File: src/rtl/vga_sync_decoder.sv
// VGA sync decoder: recovers pixel column/line from h_sync and v_sync,
// with a four-state acquisition FSM and a missing-h_sync watchdog.
module vga_sync_decoder #(
   parameter int HA_END = 639,
   parameter int HS_STA = HA_END + 16,
   parameter int LINE   = 799,
   parameter int VA_END = 479,
   parameter int VS_STA = VA_END + 10,
   parameter int SCREEN = 524,
   parameter int WDOG   = 1600
) (
   input  logic       clk,
   input  logic       rst,
   input  logic       h_sync,
   input  logic       v_sync,
   output logic [9:0] x,
   output logic [9:0] y,
   output logic       display,
   output logic       locked,
   output logic       frame_start,
   output logic       sync_err
);

   localparam int WW = $clog2(WDOG + 1);

   localparam logic [1:0] S_SEARCH = 2'd0;
   localparam logic [1:0] S_HACQ   = 2'd1;
   localparam logic [1:0] S_HLOCK  = 2'd2;
   localparam logic [1:0] S_LOCKED = 2'd3;

   localparam logic [9:0] HS_POS   = 10'(HS_STA);
   localparam logic [9:0] HS_LOAD  = 10'(HS_STA + 1);
   localparam logic [9:0] LINE_END = 10'(LINE);
   localparam logic [9:0] SCR_END  = 10'(SCREEN);
   localparam logic [9:0] VS_POS   = 10'(VS_STA);
   localparam logic [9:0] HA_LAST  = 10'(HA_END);
   localparam logic [9:0] VA_LAST  = 10'(VA_END);

   localparam logic [WW-1:0] WD_LAST = WW'(WDOG - 1);
   localparam logic [WW-1:0] WD_MAX  = WW'(WDOG);

   logic [1:0]    state_q, state_d;
   logic [9:0]    hx_q, hx_d;
   logic [9:0]    vy_q, vy_d;
   logic [9:0]    vy_inc;
   logic [WW-1:0] wdog_q, wdog_d;
   logic          hs_q, vs_q;
   logic          err_q, err_d;

   logic h_fall, v_fall, h_ok, at_sol, wrap, wd_trip;

   always_comb begin
      h_fall  = ~h_sync & hs_q;
      v_fall  = ~v_sync & vs_q;
      h_ok    = (hx_q == HS_POS);
      at_sol  = (hx_q == '0);
      wrap    = (hx_q == LINE_END);
      wd_trip = (state_q != S_SEARCH) && !h_fall
             && (wdog_q == WD_LAST);
   end

   always_comb begin
      state_d = state_q;
      err_d   = 1'b0;
      vy_d    = '0;

      if (h_fall)    hx_d = HS_LOAD;
      else if (wrap) hx_d = '0;
      else           hx_d = hx_q + 10'd1;

      if (wrap && !h_fall)
         vy_inc = (vy_q == SCR_END) ? '0 : vy_q + 10'd1;
      else
         vy_inc = vy_q;

      if (h_fall)                wdog_d = '0;
      else if (wdog_q == WD_MAX) wdog_d = wdog_q;
      else                       wdog_d = wdog_q + WW'(1);

      unique case (state_q)
         S_SEARCH: begin
            if (h_fall) state_d = S_HACQ;
         end
         S_HACQ: begin
            if (h_fall) begin
               if (h_ok) state_d = S_HLOCK;
               else      err_d   = 1'b1;
            end
         end
         S_HLOCK: begin
            if (h_fall && !h_ok) begin
               state_d = S_HACQ;
               err_d   = 1'b1;
            end else if (v_fall && at_sol) begin
               state_d = S_LOCKED;
               vy_d    = VS_POS;
            end
            if (v_fall && !at_sol) err_d = 1'b1;
         end
         S_LOCKED: begin
            // at hx==0 of the sync line vy has already stepped to VS_STA
            if ((h_fall && !h_ok) ||
                (v_fall && !(at_sol && vy_q == VS_POS))) begin
               state_d = S_HACQ;
               err_d   = 1'b1;
            end else if (v_fall) begin
               vy_d = VS_POS;
            end else begin
               vy_d = vy_inc;
            end
         end
         default: state_d = S_SEARCH;
      endcase

      if (wd_trip) begin
         state_d = S_SEARCH;
         hx_d    = '0;
         vy_d    = '0;
         err_d   = 1'b1;
      end
   end

   always_ff @(posedge clk) begin
      if (rst) begin
         state_q <= S_SEARCH;
         hx_q    <= '0;
         vy_q    <= '0;
         wdog_q  <= '0;
         hs_q    <= 1'b1;
         vs_q    <= 1'b1;
         err_q   <= 1'b0;
      end else begin
         state_q <= state_d;
         hx_q    <= hx_d;
         vy_q    <= vy_d;
         wdog_q  <= wdog_d;
         hs_q    <= h_sync;
         vs_q    <= v_sync;
         err_q   <= err_d;
      end
   end

   assign x           = hx_q;
   assign y           = vy_q;
   assign locked      = (state_q == S_LOCKED);
   assign display     = locked && (hx_q <= HA_LAST) && (vy_q <= VA_LAST);
   assign frame_start = locked && wrap && (vy_q == SCR_END);
   assign sync_err    = err_q;

endmodule

File: config.mk
export PLATFORM = sky130hd
export DESIGN_NAME = vga_sync_decoder
export DESIGN_NICKNAME = d
export VERILOG_FILES = /design/src/rtl/vga_sync_decoder.sv
export SDC_FILE = /design/constraint.sdc
export NUM_CORES = 1
export LEC_CHECK = 0
export CAP_MARGIN = 15
export CORE_ASPECT_RATIO = 1.25
export CORE_MARGIN = 4
export CORE_UTILIZATION = 55
export CTS_CLUSTER_SIZE = 24
export DETAILED_ROUTE_END_ITERATION = 6
export PLACE_DENSITY = 0.9
export SLEW_MARGIN = 20
export SYNTH_ARGS = -nofsm -noshare
export SYNTH_HDL_FRONTEND = slang
export SYNTH_SLANG_ARGS = --single-unit
File: constraint.sdc
create_clock -name clk -period 2.4 [get_ports clk]
set_input_delay 0.48 -clock clk [delete_from_list [all_inputs] [get_ports clk]]
set_output_delay 0.48 -clock clk [all_outputs]
set_load 0.02 [all_outputs]
# Yosys cells after proc, flatten, opt, wreduce, memory -nomap -nowiden
# Index checks and enable logic that the tools add are counted.
dict set report classes {
  magnitude_cmp 2
  n_mul 0
  shifts 0
  muxes 23
  bitwise 4
  eq_ne 15
  n_div 0
  addsub 3
  n_reduce_logical 24
}
# op n
set ops {}
lappend ops {{$mux 10} 6}
lappend ops {{$eq 10x10->1 const B} 3}
lappend ops {{$eq 11x11->1 const B} 2}
lappend ops {{$add 10x1->10 const B} 2}
lappend ops {{$pmux 10 s2} 1}
lappend ops {{$mux 9} 2}
lappend ops {{$logic_and 1x1->1} 12}
lappend ops {{$mux 2} 6}
lappend ops {{$add 11x1->11 const B} 1}
lappend ops {{$eq 10x9->1 const B} 1}
lappend ops {{$le 10x10->1 const B} 1}
lappend ops {{$le 10x9->1 const B} 1}
lappend ops {{$logic_not 10->1} 1}
lappend ops {{$pmux 2 s4} 1}
lappend ops {{$mux 1} 6}
lappend ops {{$ne 2x2->1 const B} 3}
lappend ops {{$reduce_and 5->1} 1}
lappend ops {{$eq 2x2->1 const B} 2}
lappend ops {{$logic_not 1->1} 4}
lappend ops {{$ne 4x1->1 const B} 1}
lappend ops {{$reduce_or 2->1} 2}
lappend ops {{$reduce_or 4->1} 1}
lappend ops {{$ne 3x3->1 const B} 1}
lappend ops {{$pmux 1 s3} 1}
lappend ops {{other kinds (7)} 9}
dict set report word_totals {
  regBits 36
  rom_bits 0
  input_bits 4
  mem_count 0
  latch_bits 0
  ram_bits 0
  wordCells 79
  output_inout_bits 24
}

# Longest topological paths before layout
# Gate-level depths: netlist of run 1.
dict set report depth {
  ltp_word 8
  mapped_depth 8
  depth_no_buf 7
}

# Least setup slack after synthesis of run 1
# OpenSTA, ideal clock, no wires.
dict set report synth_path {
  kind {register -> output}
  start {register vy_q[2], in the netlist y[2]}
  end {output frame_start}
  arrival_ns 2.064
  n_path_buf 1
  stages_incl_launch_ff 6
  t_required_ns 1.920
  path_slack_ns -0.144
  cell_sequence {dfxtp_1 and2_1 nand4_1 or4_1 clkbuf_1 nor4_1}
}
dict set report synth_via {
  elab_chain_cells 2
}
# element line_no
set synth_lines {}
lappend synth_lines {{start, declared} 44} ;# logic [9:0] vy_q, vy_d;
lappend synth_lines {{start signal, assigned} 135} ;# vy_q <= vy_d;
lappend synth_lines {{$eq 10x10->1} 147} ;# assign frame_start = locked && wrap && (vy_q == SCR_END);
lappend synth_lines {{$logic_and 1x1->1} 147}
lappend synth_lines {{end, declared} 20} ;# output logic frame_start,
# Every way passes these cells.

# Final worst setup path of run 1
dict set report layout_path {
  start {register vy_q[0], in the netlist y[0]}
  end {output frame_start}
}
# Same word-level chain as after synthesis.

==> results of run 1 <==
## what timing repair did
item	in CTS	in global routing
setup endpoints to repair	1	4
hold buffers	0	0
resized for setup	5	3
## cell families after synthesis
kind of cell    Yosys count  share of synthesized area, %
compound gates           53                          18.2
fa+ha+maj                12                          7.13
flops                    36                          34.2
buf+inv                  20                          4.28
mux                       3                          1.49
simple gates            105                          27.2
xor+xnor                 18                          7.49
## final cells by class
| type | instances | share of cell area (%) |
|---|---|---|
| inverters | 11 | 1.51 |
| clock inverters | 3 | 1.56 |
| well taps | 39 | 1.79 |
| repair buffers | 58 | 18.3 |
| clock buffers | 5 | 2.52 |
| flip-flops and latches | 36 | 26.4 |
| multi-input cells | 191 | 47.9 |
## registers in the layout, indices dropped and copies added (netlist names)
register  count
y            10
wdog_q       11
x            10
vs_q          1
sync_err      1
state_q       2
hs_q          1
## cells in the final DEF, fill, tap and decap left out, types with 6 or more instances in the layout
master	n
sky130_fd_sc_hd__inv_1	11
sky130_fd_sc_hd__nand3_1	18
sky130_fd_sc_hd__o21ai_0	7
sky130_fd_sc_hd__nand4_1	9
sky130_fd_sc_hd__xor2_1	11
sky130_fd_sc_hd__nand2b_1	6
sky130_fd_sc_hd__buf_4	31
sky130_fd_sc_hd__o21a_1	6
sky130_fd_sc_hd__ha_1	12
sky130_fd_sc_hd__nand2_1	13
sky130_fd_sc_hd__clkdlybuf4s50_1	25
sky130_fd_sc_hd__xnor2_1	7
sky130_fd_sc_hd__dfxtp_1	36
sky130_fd_sc_hd__a21oi_1	13
sky130_fd_sc_hd__nor2_1	25
## synthesized netlist by cell type, types with 2 or more instances
cell type                   count  area [sq um]
sky130_fd_sc_hd__dfxtp_1       36           721
sky130_fd_sc_hd__a21o_1         2          15.0
sky130_fd_sc_hd__xor2_1        11          96.3
sky130_fd_sc_hd__ha_1          12           150
sky130_fd_sc_hd__clkbuf_1       5          18.8
sky130_fd_sc_hd__o31a_1         2          17.5
sky130_fd_sc_hd__nand3_1       19          95.1
sky130_fd_sc_hd__a2bb2oi_1      2          17.5
sky130_fd_sc_hd__nand2_1       13          48.8
sky130_fd_sc_hd__o22ai_1        4          25.0
sky130_fd_sc_hd__buf_1          2          7.51
sky130_fd_sc_hd__nor4_1         3          18.8
sky130_fd_sc_hd__buf_6          2          22.5
sky130_fd_sc_hd__nor2b_1        3          18.8
sky130_fd_sc_hd__inv_1         11          41.3
sky130_fd_sc_hd__o21ai_0        7          35.0
sky130_fd_sc_hd__nand4b_1       2          17.5
sky130_fd_sc_hd__and3_1         2          12.5
sky130_fd_sc_hd__or4_4          2          22.5
sky130_fd_sc_hd__nand4_1        9          56.3
sky130_fd_sc_hd__nor2_1        25          93.8
sky130_fd_sc_hd__o21a_1         6          45.0
sky130_fd_sc_hd__a21oi_1       13          65.1
sky130_fd_sc_hd__mux2i_1        2          20.0
sky130_fd_sc_hd__o31ai_1        2          15.0
sky130_fd_sc_hd__nor3_1         5          25.0
sky130_fd_sc_hd__xnor2_1        7          61.3
sky130_fd_sc_hd__o211ai_1       4          30.0
sky130_fd_sc_hd__o32ai_1        2          17.5
sky130_fd_sc_hd__or2b_2         2          17.5
sky130_fd_sc_hd__nand2b_1       6          37.5
sky130_fd_sc_hd__or2_2          3          18.8
## where the power goes
| part | switching [mW] | total, mW | leakage [nW] | internal [mW] |
|---|---|---|---|---|
| combinational | 0.133 | 0.258 | 0.696 | 0.126 |
| sequential | 0.0285 | 0.647 | 0.292 | 0.619 |
| clock | 0.236 | 0.543 | 0.0541 | 0.307 |
| total | 0.397 | 1.45 | 1.04 | 1.05 |
## worst min-delay path by stage
stage                            startpoint                      end  cells after the start
CTS                         x[0]$_SDFF_PP0_          x[0]$_SDFF_PP0_                      1
finish                      x[0]$_SDFF_PP0_          x[0]$_SDFF_PP0_                      1
global placement            x[0]$_SDFF_PP0_          x[0]$_SDFF_PP0_                      1
detailed placement          x[0]$_SDFF_PP0_          x[0]$_SDFF_PP0_                      1
global route                x[0]$_SDFF_PP0_          x[0]$_SDFF_PP0_                      1
floorplan           state_q[1]$_SDFFE_PP0P_  state_q[1]$_SDFFE_PP0P_                      2
## layer usage
layer / wire (um) / global-route usage [%] / vias to the layer above
met4: 191 / 12.1 / 0
met3: 301 / 6.43 / 29
met5: 0 / 0 / -
met1: 2330 / 27.4 / 995
met2: 3010 / 42.9 / 86
li1: - / - / 1006
## worst max-delay path: cells and delay by family, from the launching register on
kind          cells  cell delay (ns)
fa+ha+maj         1             0.16
buf+inv           2             0.29
flops             1             0.32
simple gates      3             0.80
## per-stage QoR
step | worst slack (ns) | hold slack, ns
after floorplan | 0.0715 | 0.468
after global placement | -0.0771 | 0.459
after detailed placement | -0.118 | 0.471
after CTS | 0.0340 | 0.489
after global routing | 0.00219 | 0.530
final | 0.0589 | 0.483
==> results.md, run 1 <==
Setup path:
- In this run the worst path has a maximum fanout of 2.
- The most critical setup path has its startpoint at y[0]$_SDFFE_PP0P_.
- The required time of the critical path is 1.92 ns.
- The worst register-to-register path has a setup slack of approximately 0.11 ns.
- The worst setup path is launched from a register.
- The worst setup path is of the register to output pin kind.
- Walking the worst path, the cells encountered are inv_1 -> ha_1 -> nand4_1 -> or4_4 -> nor4_2 -> buf_2.
- The path depth of the worst reg2reg path is 7.
- The largest individual stage delay along the critical path comes from the cell sky130_fd_sc_hd__or4_4.
- For this run, the slowest stage of the critical path takes about 0.45 ns.
- The startpoint identified for the worst register-to-register timing path is y[0]$_SDFFE_PP0P_.
- The worst flop-to-flop path endpoint is y[0]$_SDFFE_PP0P_.
- Data on the critical path arrives at its endpoint at approximately 1.9 ns.
- STA classifies the critical path endpoint as an output pin.
- The last element of the critical path is frame_start.

Timing:
- The final number of hold-violating endpoints is 0.
- The summed negative setup slack over all endpoints is 0 ns.
- The worst path uses a little over nine tenths of the clock period.
- For the finished layout, the period the worst path requires is 2.34 ns.
- The clock arrives with roughly 0.0058 ns of skew.
- The worst relative slew slack is about 68%.
- The number of pins exceeding their max-slew limit in the final report is 0.
- Setup repair after global routing left no endpoint under its margin.
- For this run, the top clock speed supported by timing is around 0.43 GHz.
- The measured slew at the worst slew-check pin is about 0.48 ns.
- The final setup violation count is 0.

Clock network:
- Once the clock tree was built, the setup fixing pass inserted 0 buffers.
- The H-tree was split into 2 levels.
- The root buffer cell chosen for the clock tree is sky130_fd_sc_hd__clkbuf_8.
- The clock transition time at the flip-flop clock pins of the worst setup and hold paths is 0.08 ns.
- The clock sink count is 36.
- The clock reaches the later pin of the worst-skew pair after approximately 0.3 ns.
- The number of CTS-inserted buffers is 5.
- The clock tree from TritonCTS is built.
- The largest buffer count on any clock path is 2.

Die:
- The overall die height is approximately 77 um.
- The area enclosed by the die boundary is approximately 4900 sq um.
- The number of core rows is 24.
- In this run the standard cell core region covers between 3000 and 4000 sq um.
- The count of boundary I/O pins is 28.
- The starting utilization of the core area is between 50% and 60%.
- The die is roughly 63 um wide.

Power:
- The maximum vdd ir drop is about 0.45 mV.
- For this design the ratio of total power to cell area is 530 nW/um^2.
- In this run the static leakage power is between 1 and 1.5 nW.
- The total power draw is 1.45 mW.

Detailed routing:
- The final antenna-violating net count is 0.
- After detailed routing, the average wire length per cell comes to about 17 um.
- The number of detailed-routing iterations run before antenna repair is 5.
- The DRC violation count after routing is 0.
- The number of vias in the routed layout is about 2100.
- Using the TritonRoute via totals, the vias-per-cell ratio works out to around 6.2.
- The number of violations reported at the end of detailed-routing iteration 0 is between 150 and 200.
- The post-detailed-routing wire length is between 5000 and 6000 um.

Logic synthesis:
- In this run the cell area of the synthesized design comes to about 2100 sq um.
- The count of synthesis-stage warnings from yosys is 0.
- Counting flops with a built-in enable in the synthesized netlist gives 0.
- Synthesis inferred 36 register bits.
- The leading register cell type out of synthesis is sky130_fd_sc_hd__dfxtp_1.
- The synthesized netlist contains 53 unique library cells.
- Synthesis handed over a netlist of 247 instances.
- The fraction of synthesis flops using an asynchronous set or reset pin is 0%.
- Sequential cells were found to cover ~34% of the synthesized design area.
- Dividing the synthesized area by the synthesized cell count gives roughly 8.5 sq um.
- When the netlist entered floorplanning its net count stood at ~260.

Run:
- The max-cap check violation count is 0.

Status:
- The run finished with clean final reports.

Layout:
- The final non-filler cell area is ~2700 sq um.
- The sequential cells in the finished layout cover a total of between 700 and 800 sq um.
- The post-layout instance count excluding filler cells is between 300 and 400.
- Counting the fill cells in the layout gives about 230.
- The post-route netlist has a little under a fifth of its cells at a drive strength greater than 1.
- 0 antenna diodes ended up in the layout.
- Summing all multi-input logic gate instances after layout gives 1310 sq um.
- The number of nets at the end of the flow is about 320.
- From synthesis to final layout, the design area changed by 29.8%.
- The fraction of the core area covered by cells at the end of the flow is 75.8%.

Placed design:
- The detailed-placement wirelength estimate is roughly 4200 um.
- The number of placed instances with taps included is between 300 and 400.
- The final weighted congestion in routability-driven placement is around 0.84.
- Port buffering added 27 buffers.
- After detailed placement, the total cell area comes to roughly 2600 sq um.

Global routing:
- The all-layer global routing usage is about a quarter.
- The maximum number of pins on one net before global-route repair is 13.
- The via count of the first global-routing pass was around 2100.
- The initial antenna violation count came to 0.
- The wire length of the first global-routing pass is ~9600 um.
- After global routing the overflow that remains totals 0.

Worst hold path:
- The worst hold path class is register to register.
Note: power is estimated with default switching activity, not from simulation.
==> run 2, diff against run 1 <==
==> constraint.sdc (replaced) <==
create_clock -name clk -period 2.53 [get_ports clk]
set_input_delay 0.506 -clock clk [delete_from_list [all_inputs] [get_ports clk]]
set_output_delay 0.506 -clock clk [all_outputs]
set_load 0.02 [all_outputs]
==> results.md, run 2 (synthesis gave the netlist of run 1 again) <==
Setup path:
- STA classifies the critical path endpoint as an output pin.
- STA classifies the critical path startpoint as a register.
- The arrival time of data at the critical path endpoint is 1.84 ns.
- The classification of the worst setup path is register to output pin.
- Along the worst path, the maximum fanout reaches 2.
- The required time of the critical path is between 2 and 2.5 ns.

Detailed routing:
- After detailed routing, the average wire length per cell comes to between 15 and 20 um.
- The number of detailed-routing iterations run before antenna repair is 4.
- For this block, the via count after detailed routing is approximately 2000.
- The detailed router finished its first iteration with around 120 violations.
- The final antenna-violating net count is 0.
- Summed over all layers, the routed wires come to approximately 5200 um.
- After detailed routing, the number of remaining DRC violations is 0.
- The per-cell via count in the routed design is between 5 and 6.

Timing:
- The final number of hold-violating endpoints came to 0.
- On the final layout, the worst hold slack is 0.488 ns.
- Static timing analysis puts the maximum clock frequency at approximately 0.43 GHz.
- The number of pins exceeding their max-slew limit in the final report was 0.
- Setup repair after global routing left no endpoint under its margin.
- The post-route clock period utilization is about 93%.
- The worst setup slack after layout is 0.182 ns.
- Setup violations remaining at the end of the flow were counted as 0.
- The measured slew at the worst slew-check pin is ~0.47 ns.
- The final critical-path required period is 2.35 ns.
- The worst pin sits at a relative slew slack of about two thirds.
- Clock skew on the completed layout was measured at between 0.01 and 0.015 ns.

Layout:
- The relative area change from synthesis to final layout is 26.3%.
- The most common cell after layout, fill and taps aside is sky130_fd_sc_hd__dfxtp_1.
- Summing all flip-flop and latch instances after layout gives between 700 and 800 sq um.
- The register name with the most flops is wdog_q.
- The repair_antennas step left the layout with diodes totalling 0.
- The post-route netlist has about 16% of its cells at a drive strength greater than 1.
- The number of flip-flops under the largest register name is 11.
- The number of nets at the end of the flow is ~310.
- The top cell types in the final layout, fill and taps aside, are 36 x sky130_fd_sc_hd__dfxtp_1, 25 x sky130_fd_sc_hd__nor2_1, 25 x sky130_fd_sc_hd__clkdlybuf4s50_1.
- The layout filler cell count is 255.
- The area of the multi-input gates is ~1300 sq um.
- After routing the design area is 2660 sq um.

Placed design:
- Input and output buffers added on the ports amount to 27.
- At the placement stage, the worst setup path has a slack of -0.000539 ns.
- The final weighted congestion in routability-driven placement is about 0.9.
- The standard cell area after detailed placement is between 2000 and 3000 sq um.
- Detailed placement ended at an HPWL of about 3800 um.

Power:
- In this run the power density over the cells is between 400 and 500 nW/um^2.
- In this run the static leakage power is 1.00 nW.
- The worst-case IR drop observed on VDD is 0.531 mV.

Run:
- The max-cap check violation count is 0.

Worst hold path:
- The min-delay analysis places its worst path in the category register to register.

Die:
- The starting utilization of the core area is around three fifths.
- The die is between 70 and 80 um tall.
- The area enclosed by the die boundary is 4890 sq um.
- The placeable core region is ~3600 sq um.
- The horizontal extent of the die is between 60 and 70 um.
- The floorplan has 24 rows.
- The count of boundary I/O pins is 28.

Global routing:
- The maximum number of pins on one net before global-route repair is 13.
- The remaining global-route overflow is 0.
- The first global-routing pass estimated 9140 um of wire.
- The via count of the first global-routing pass was slightly below 2000.
- Global routing used between 20% and 30% of the available tracks across all layers.
- The initial antenna violation count was 0.

Clock network:
- The number of hold buffers added after cts is 0.
- Counting every sink on the clock net gives 36.
- The clock tree synthesis step divided the H-tree into 2 levels.
- The root buffer cell chosen for the clock tree is sky130_fd_sc_hd__clkbuf_8.
- The clock transition time at the flip-flop clock pins of the worst setup and hold paths is 0.08 ns.
- Post-CTS timing repair inserted 0 buffers for setup.
- The clock tree from TritonCTS is built.
- Clock latency on the worst-skew pair, taken at its later pin, is roughly 0.3 ns.
- In this run, CTS created clock tree buffers numbering 5.
- The largest buffer count on any clock path is 2.

Status:
- The flow ran to the end, and the final reports show no timing, DRC or antenna violations.
-- run 2: worst max-delay path: stages, from the launching register on --
cell and delay (ns):
sky130_fd_sc_hd__dfxtp_1 0.31, sky130_fd_sc_hd__inv_1 0.07, sky130_fd_sc_hd__ha_1 0.14, sky130_fd_sc_hd__nand4_1 0.09, sky130_fd_sc_hd__or4_1 0.48, sky130_fd_sc_hd__nor4_2 0.22
sky130_fd_sc_hd__clkbuf_2 0.22
-- run 2: final timing paths --
check	endpoint	from	slack, ns	cells after the start
min reg2reg	x[0]$_SDFF_PP0_	x[0]$_SDFF_PP0_	0.49	1
min	x[0]$_SDFF_PP0_	x[0]$_SDFF_PP0_	0.49	1
max	frame_start	y[1]$_SDFFE_PP0P_	0.18	6
max reg2reg	y[3]$_SDFFE_PP0P_	x[6]$_SDFF_PP0_	0.18	5
-- run 2: layout make-up --
| type | count | area share (%) |
|---|---|---|
| repair buffers | 51 | 17.3 |
| flip-flops and latches | 36 | 27.1 |
| multi-input cells | 191 | 48.9 |
| inverters | 11 | 1.55 |
| well taps | 39 | 1.83 |
| clock buffers | 5 | 2.59 |
| clock inverters | 3 | 0.706 |
-- run 2: layer usage --
layer / routed length (um) / GRT usage (%)
met1: 2200 / 26.7
met2: 2650 / 39.4
met3: 213 / 5.12
met4: 161 / 12.7
met5: 0 / 0
-- run 2: power by group --
group          internal, mW  switching (mW)
sequential            0.587          0.0265
clock                 0.192           0.218
combinational         0.117           0.122
-- run 2: timing repair --
action,4_1_cts,5_1_grt
resized for setup,1,5
setup endpoints to repair,1,2
pin swaps,0,0
-- run 2: stage by stage --
step	cells	setup TNS, ns	total power [mW]	utilization (%)
after floorplan	247	0	0.795	-
after global placement	328	0	0.854	71.5
after detailed placement	328	-0.000539	0.863	71.5
after CTS	336	0	1.27	73.9
after global routing	336	0	1.32	73.8
final	336	0	1.26	73.8
==> run 3, diff against run 2 <==
--- a/config.mk
+++ b/config.mk
@@ -5,7 +5,6 @@
 export SDC_FILE = /design/constraint.sdc
 export NUM_CORES = 1
 export LEC_CHECK = 0
-export CAP_MARGIN = 15
 export CORE_ASPECT_RATIO = 1.25
 export CORE_MARGIN = 4
 export CORE_UTILIZATION = 55
==> results of run 3 <==
No change in the layout: final DEF, timing and power equal those of run 2.
